`config.mk`:
```
export PLATFORM = sky130hd
export DESIGN_NAME = m_mux_scan
export DESIGN_NICKNAME = d
export VERILOG_FILES = /design/src/rtl/m_pkg.sv /design/src/rtl/m_settle_timer.sv /design/src/rtl/m_mux_scan.sv
export SDC_FILE = /design/constraint.sdc
export NUM_CORES = 1
export LEC_CHECK = 0
export BUFFER_PORTS_ARGS = -buffer_cell sky130_fd_sc_hd__buf_2
export CAP_MARGIN = 20
export CELL_PAD_IN_SITES_DETAIL_PLACEMENT = 0
export CELL_PAD_IN_SITES_GLOBAL_PLACEMENT = 1
export CORE_MARGIN = 3
export CORE_UTILIZATION = 42
export CTS_CLUSTER_DIAMETER = 200
export CTS_CLUSTER_SIZE = 12
export DETAILED_ROUTE_END_ITERATION = 8
export GPL_TIMING_DRIVEN = 1
export PLACE_DENSITY_LB_ADDON = 0.1
export SLEW_MARGIN = 20
export SYNTH_ARGS = -nofsm -noshare
export SYNTH_HDL_FRONTEND = slang
export SYNTH_SLANG_ARGS = --single-unit
```
`constraint.sdc`:
```
create_clock -name clk -period 2.7 [get_ports clk]
set_clock_uncertainty 0.05 [all_clocks]
set_input_delay 0.27 -clock clk [delete_from_list [all_inputs] [get_ports clk]]
set_output_delay 0.27 -clock clk [all_outputs]
set_load 0.02 [all_outputs]
```
`src/rtl/m_pkg.sv`:
```
// Constants and types shared by the MPU mux datapath: the mux itself and the
// scan sequencer that walks its select lines.
package m_pkg;

    typedef enum logic [1:0] {
        IDLE = 2'd0,
        SCAN = 2'd1,
        DONE = 2'd2
    } scan_state_t;

    function automatic int lines_of(input int mux);
        return 1 << mux;
    endfunction

endpackage

```
`src/rtl/m_settle_timer.sv`:
```
// Per-line hold counter: counts 0..SETTLE while enabled and flags the cycle in
// which the current line has settled long enough to be sampled.
module m_settle_timer #(
    parameter int SETTLE = 1
) (
    input  logic clk,
    input  logic rst_n,
    input  logic clear,
    input  logic enable,
    output logic expire
);

    localparam int CNT_W = (SETTLE < 2) ? 1 : $clog2(SETTLE + 1);

    logic [CNT_W-1:0] cnt_q;
    logic [CNT_W-1:0] cnt_d;

    assign expire = (cnt_q == CNT_W'(SETTLE));

    // NOTE: cnt_d gets a default before any branch so no path leaves it
    // unassigned, which would otherwise infer a latch.
    always_comb begin
        cnt_d = cnt_q;
        if (clear) begin
            cnt_d = '0;
        end else if (enable) begin
            cnt_d = expire ? '0 : cnt_q + CNT_W'(1);
        end
    end

    always_ff @(posedge clk) begin
        if (!rst_n) begin
            cnt_q <= '0;
        end else begin
            cnt_q <= cnt_d;
        end
    end

endmodule

```
`src/rtl/m_mux_scan.sv`:
```
// Scan sequencer: steps the mux select through every line, samples one bit per
// line after the settle time and hands the assembled word out over valid/ready.
module m_mux_scan
    import m_pkg::*;
#(
    parameter int MUX    = 2,
    parameter int SETTLE = 1
) (
    input  logic                     clk,
    input  logic                     rst_n,
    input  logic                     start,
    input  logic                     cont,
    input  logic                     line_bit,
    output logic [MUX-1:0]           select,
    output logic                     busy,
    output logic [lines_of(MUX)-1:0] out_data,
    output logic                     out_valid,
    input  logic                     out_ready,
    output logic                     overrun
);

    localparam int LINES = lines_of(MUX);
    localparam logic [MUX-1:0] LAST_LINE = MUX'(LINES - 1);

    scan_state_t      state_q, state_d;
    logic [MUX-1:0]   select_q, select_d;
    logic [LINES-1:0] cap_q, cap_d;
    logic [LINES-1:0] out_data_q, out_data_d;
    logic             out_valid_q, out_valid_d;
    logic             busy_q, busy_d;
    logic             overrun_q, overrun_d;
    logic             expire;

    // Counter is held at zero outside SCAN, so every entry into SCAN starts fresh.
    m_settle_timer #(
        .SETTLE (SETTLE)
    ) u_settle_timer (
        .clk    (clk),
        .rst_n  (rst_n),
        .clear  (state_q != SCAN),
        .enable (state_q == SCAN),
        .expire (expire)
    );

    always_comb begin
        state_d     = state_q;
        select_d    = select_q;
        cap_d       = cap_q;
        out_data_d  = out_data_q;
        out_valid_d = out_valid_q;
        overrun_d   = start && busy_q;

        case (state_q)
            IDLE: begin
                select_d = '0;
                if (start) begin
                    state_d = SCAN;
                    cap_d   = '0;
                end
            end
            SCAN: begin
                if (expire) begin
                    cap_d[select_q] = line_bit;
                    if (select_q == LAST_LINE) begin
                        out_data_d  = cap_d;
                        out_valid_d = 1'b1;
                        state_d     = DONE;
                        select_d    = '0;
                    end else begin
                        select_d = select_q + MUX'(1);
                    end
                end
            end
            DONE: begin
                if (out_valid_q && out_ready) begin
                    out_valid_d = 1'b0;
                    select_d    = '0;
                    if (cont) begin
                        state_d = SCAN;
                        cap_d   = '0;
                    end else begin
                        state_d = IDLE;
                    end
                end
            end
            default: begin
                state_d = IDLE;
            end
        endcase

        busy_d = (state_d != IDLE);
    end

    // NOTE: sequential state uses non-blocking assignments so every flop
    // samples the pre-edge value of the others.
    always_ff @(posedge clk) begin
        if (!rst_n) begin
            state_q     <= IDLE;
            select_q    <= '0;
            cap_q       <= '0;
            out_data_q  <= '0;
            out_valid_q <= 1'b0;
            busy_q      <= 1'b0;
            overrun_q   <= 1'b0;
        end else begin
            state_q     <= state_d;
            select_q    <= select_d;
            cap_q       <= cap_d;
            out_data_q  <= out_data_d;
            out_valid_q <= out_valid_d;
            busy_q      <= busy_d;
            overrun_q   <= overrun_d;
        end
    end

    assign select    = select_q;
    assign busy      = busy_q;
    assign out_data  = out_data_q;
    assign out_valid = out_valid_q;
    assign overrun   = overrun_q;

endmodule

```
==> results.sh <==
export IMPL_seq_area_um2=320
export IMPL_syn_area_um2=769
export IMPL_cts_sinks=16
export IMPL_max_freq_mhz=575
export IMPL_multiInputGateArea_um2=413
export IMPL_synth_nets=91
export IMPL_drive_above_1_share_pct=21.1
export IMPL_cts_tree="done"
export IMPL_grt_pass1_wl_mm=2.52
export IMPL_dp_cells=115
export IMPL_die_height_um=48.8
export IMPL_ant_nets=0
export IMPL_numPortBuffers=14
export IMPL_crit_path_max_incr_delay_ns=0.43
export IMPL_syn_avg_cell_area_um2=9.50
export IMPL_ys_async_sr_fraction_pct=0
export IMPL_slew_violations=0
export IMPL_synthCells=81
export IMPL_synth_top_area_share_pct=41.6
export IMPL_grt_use_met2_pct=21.3
export IMPL_dpl_hpwl_mm=1.12
export IMPL_area_growth_pct=15.0
export IMPL_grt_busiest_layer="met2"
export IMPL_mostFrequentLayoutCells="dfxtp_1, buf_2, mux2i_1, nand2_1"
export IMPL_fill_cells=161
export IMPL_synth_edf_count=0
export IMPL_routed_wl_mm=1.49
export IMPL_slowest_stage="dfxtp_1"
export IMPL_timing_final_crit_share_pct=64.4
export IMPL_setup_tns_ns=0
export IMPL_vias=612
export IMPL_p_per_area_nw_per_um2=493
export IMPL_leakage_uw=0.000387
export IMPL_htreeDepth=1
export IMPL_whs_ns=0.183
export IMPL_root_buffer="clkbuf_4"
export IMPL_hold_viol_final=0
export IMPL_vias_per_cell=5.14
export IMPL_drv_cap=0
export IMPL_worst_slew_pin_slew_ns=0.309
export IMPL_postCtsResizedCells=0
export IMPL_status="finished clean"
export IMPL_drtPass1Iterations=4
export IMPL_cp_arrival_ns=1.88
export IMPL_path_max_fanout=9
export IMPL_cts_buffers=3
export IMPL_critPathKind="flip-flop to flip-flop"
export IMPL_fp_row_count=14
export IMPL_grt_met1_usage_pct=17.7
export IMPL_ys_ff_latch=16
export IMPL_finalSetupViolations=0
export IMPL_synth_distinct_cells=29
export IMPL_start_kind="flip-flop"
export IMPL_post_cts_buffers=0
export IMPL_grt_pass1_vias=559
export IMPL_fin_crit_ns=1.74
export IMPL_die_width_um=48.8
export IMPL_ys_seq_area_share_pct=41.6
export IMPL_io_pins=15
export IMPL_diodes=0
export IMPL_drc=0
export IMPL_ir_drop_uv=305
export IMPL_hold_path_class="input pin to flip-flop"
export IMPL_final_nets=106
export IMPL_design_core_area_um2=1610
export IMPL_wire_per_inst_um=12.5
export IMPL_start_util_pct=47.7
export IMPL_rsz0062_at_grt="no"
export IMPL_crit_chain="ha_1, and4b_1, mux2_1, and2_1"
export IMPL_dieArea_um2=2380
export IMPL_first_iter_violations=11
export IMPL_final_cells=119
export IMPL_path_clk_slew_ns=0.10
export IMPL_yosys_warnings=0
export IMPL_gp_congestion=0.792
export IMPL_grtUsageMet3_pct=5.50
export IMPL_synth_top_flop_cell="dfxtp_1"
export IMPL_postCtsHoldBufs=0
export IMPL_synthTopCellsByArea="dfxtp_1, mux2i_1, ha_1, a21oi_1, a211oi_1"
export IMPL_relSlewSlack_pct=79.4
export IMPL_synth_top_area_cell="dfxtp_1"
export IMPL_final_common_cell="dfxtp_1"
export IMPL_clk_latency_ns=0.29
export IMPL_antenna_found_initial=0
export IMPL_grt_overflow_total=0
export IMPL_required_ns=2.84
export IMPL_grt_total_usage_pct=13.9
export IMPL_grt_max_degree=12
export IMPL_clockBufferDepth=2
export IMPL_endpoint_kind="flip-flop"
export IMPL_rrSetupSlack_ns=0.96
[synth_stat cells (all sizes together) (2+ instances only)]
cell	count
mux2i	8
nand2	6
o21ai	3
nor2	5
dfxtp	16
and2	2
a211oi	3
inv	4
ha	4
nor2b	3
mux2	2
nand4b	2
nand2b	3
a21boi	2
a21oi	5
buf	3
[stage by stage]
stage	total power [uW]	setup slack [ns]	utilization, %	cell area (um2)
2_1_floorplan	271	0.989	-	769
3_3_place_gp	283	1.01	52.6	848
3_5_place_dp	283	0.978	52.6	848
4_1_cts	441	0.959	54.9	885
5_1_grt	456	0.817	54.9	885
6_report	436	0.961	54.9	885
[cells by family (layout without fill, tap and decap cells)]
logic type	Yosys count	in the layout	synth area share [%]
buf+inv	8	22	4.71
flops	16	16	41.6
fa+ha+maj	4	4	6.50
mux	10	10	13.3
simple gates	25	25	18.2
compound gates	18	18	15.6
[worst max-delay path, delay by kind of cell, from the launching register on]
family                     cells  cell delay, ns
DFF                            1            0.43
adders and majority gates      1            0.26
muxes                          1            0.35
and+or+nand+nor                2            0.55
[state kept, by name, summed over array words and instances (netlist names)]
register,count
overrun,1
out_valid,1
cap_q,4
u_settle_timer.expire,1
select,2
out_data,4
state_q,2
busy,1
[worst paths after layout]
path,start,endpoint,depth (start not counted)
hold reg to reg,cap_q[3],cap_q[3],2
hold / removal,start,overrun,2
setup / recovery,select[0],out_data[3],4
setup reg to reg,select[0],out_data[3],4
[where the power goes]
part	switching, uW	total, uW	internal, uW
Combinational	18.5	32.0	13.5
Sequential	4.99	245	240
Clock	76.7	159	82.1
Total	100	436	336
[area by class of cell]
type	count	area share, %
repair buffers	14	7.92
clock buffers	4	4.10
flip-flops and latches	16	36.2
multi-input cells	57	46.7
inverters	4	1.70
well taps	24	3.39
[metal layers]
| metal | up-vias | wire [um] |
|---|---|---|
| li1 | 313 | - |
| met1 | 286 | 715 |
| met2 | 11 | 704 |
| met3 | 2 | 63 |
| met4 | 0 | 10 |
| met5 | - | 0 |
Note: power is estimated with default switching activity, not from simulation.
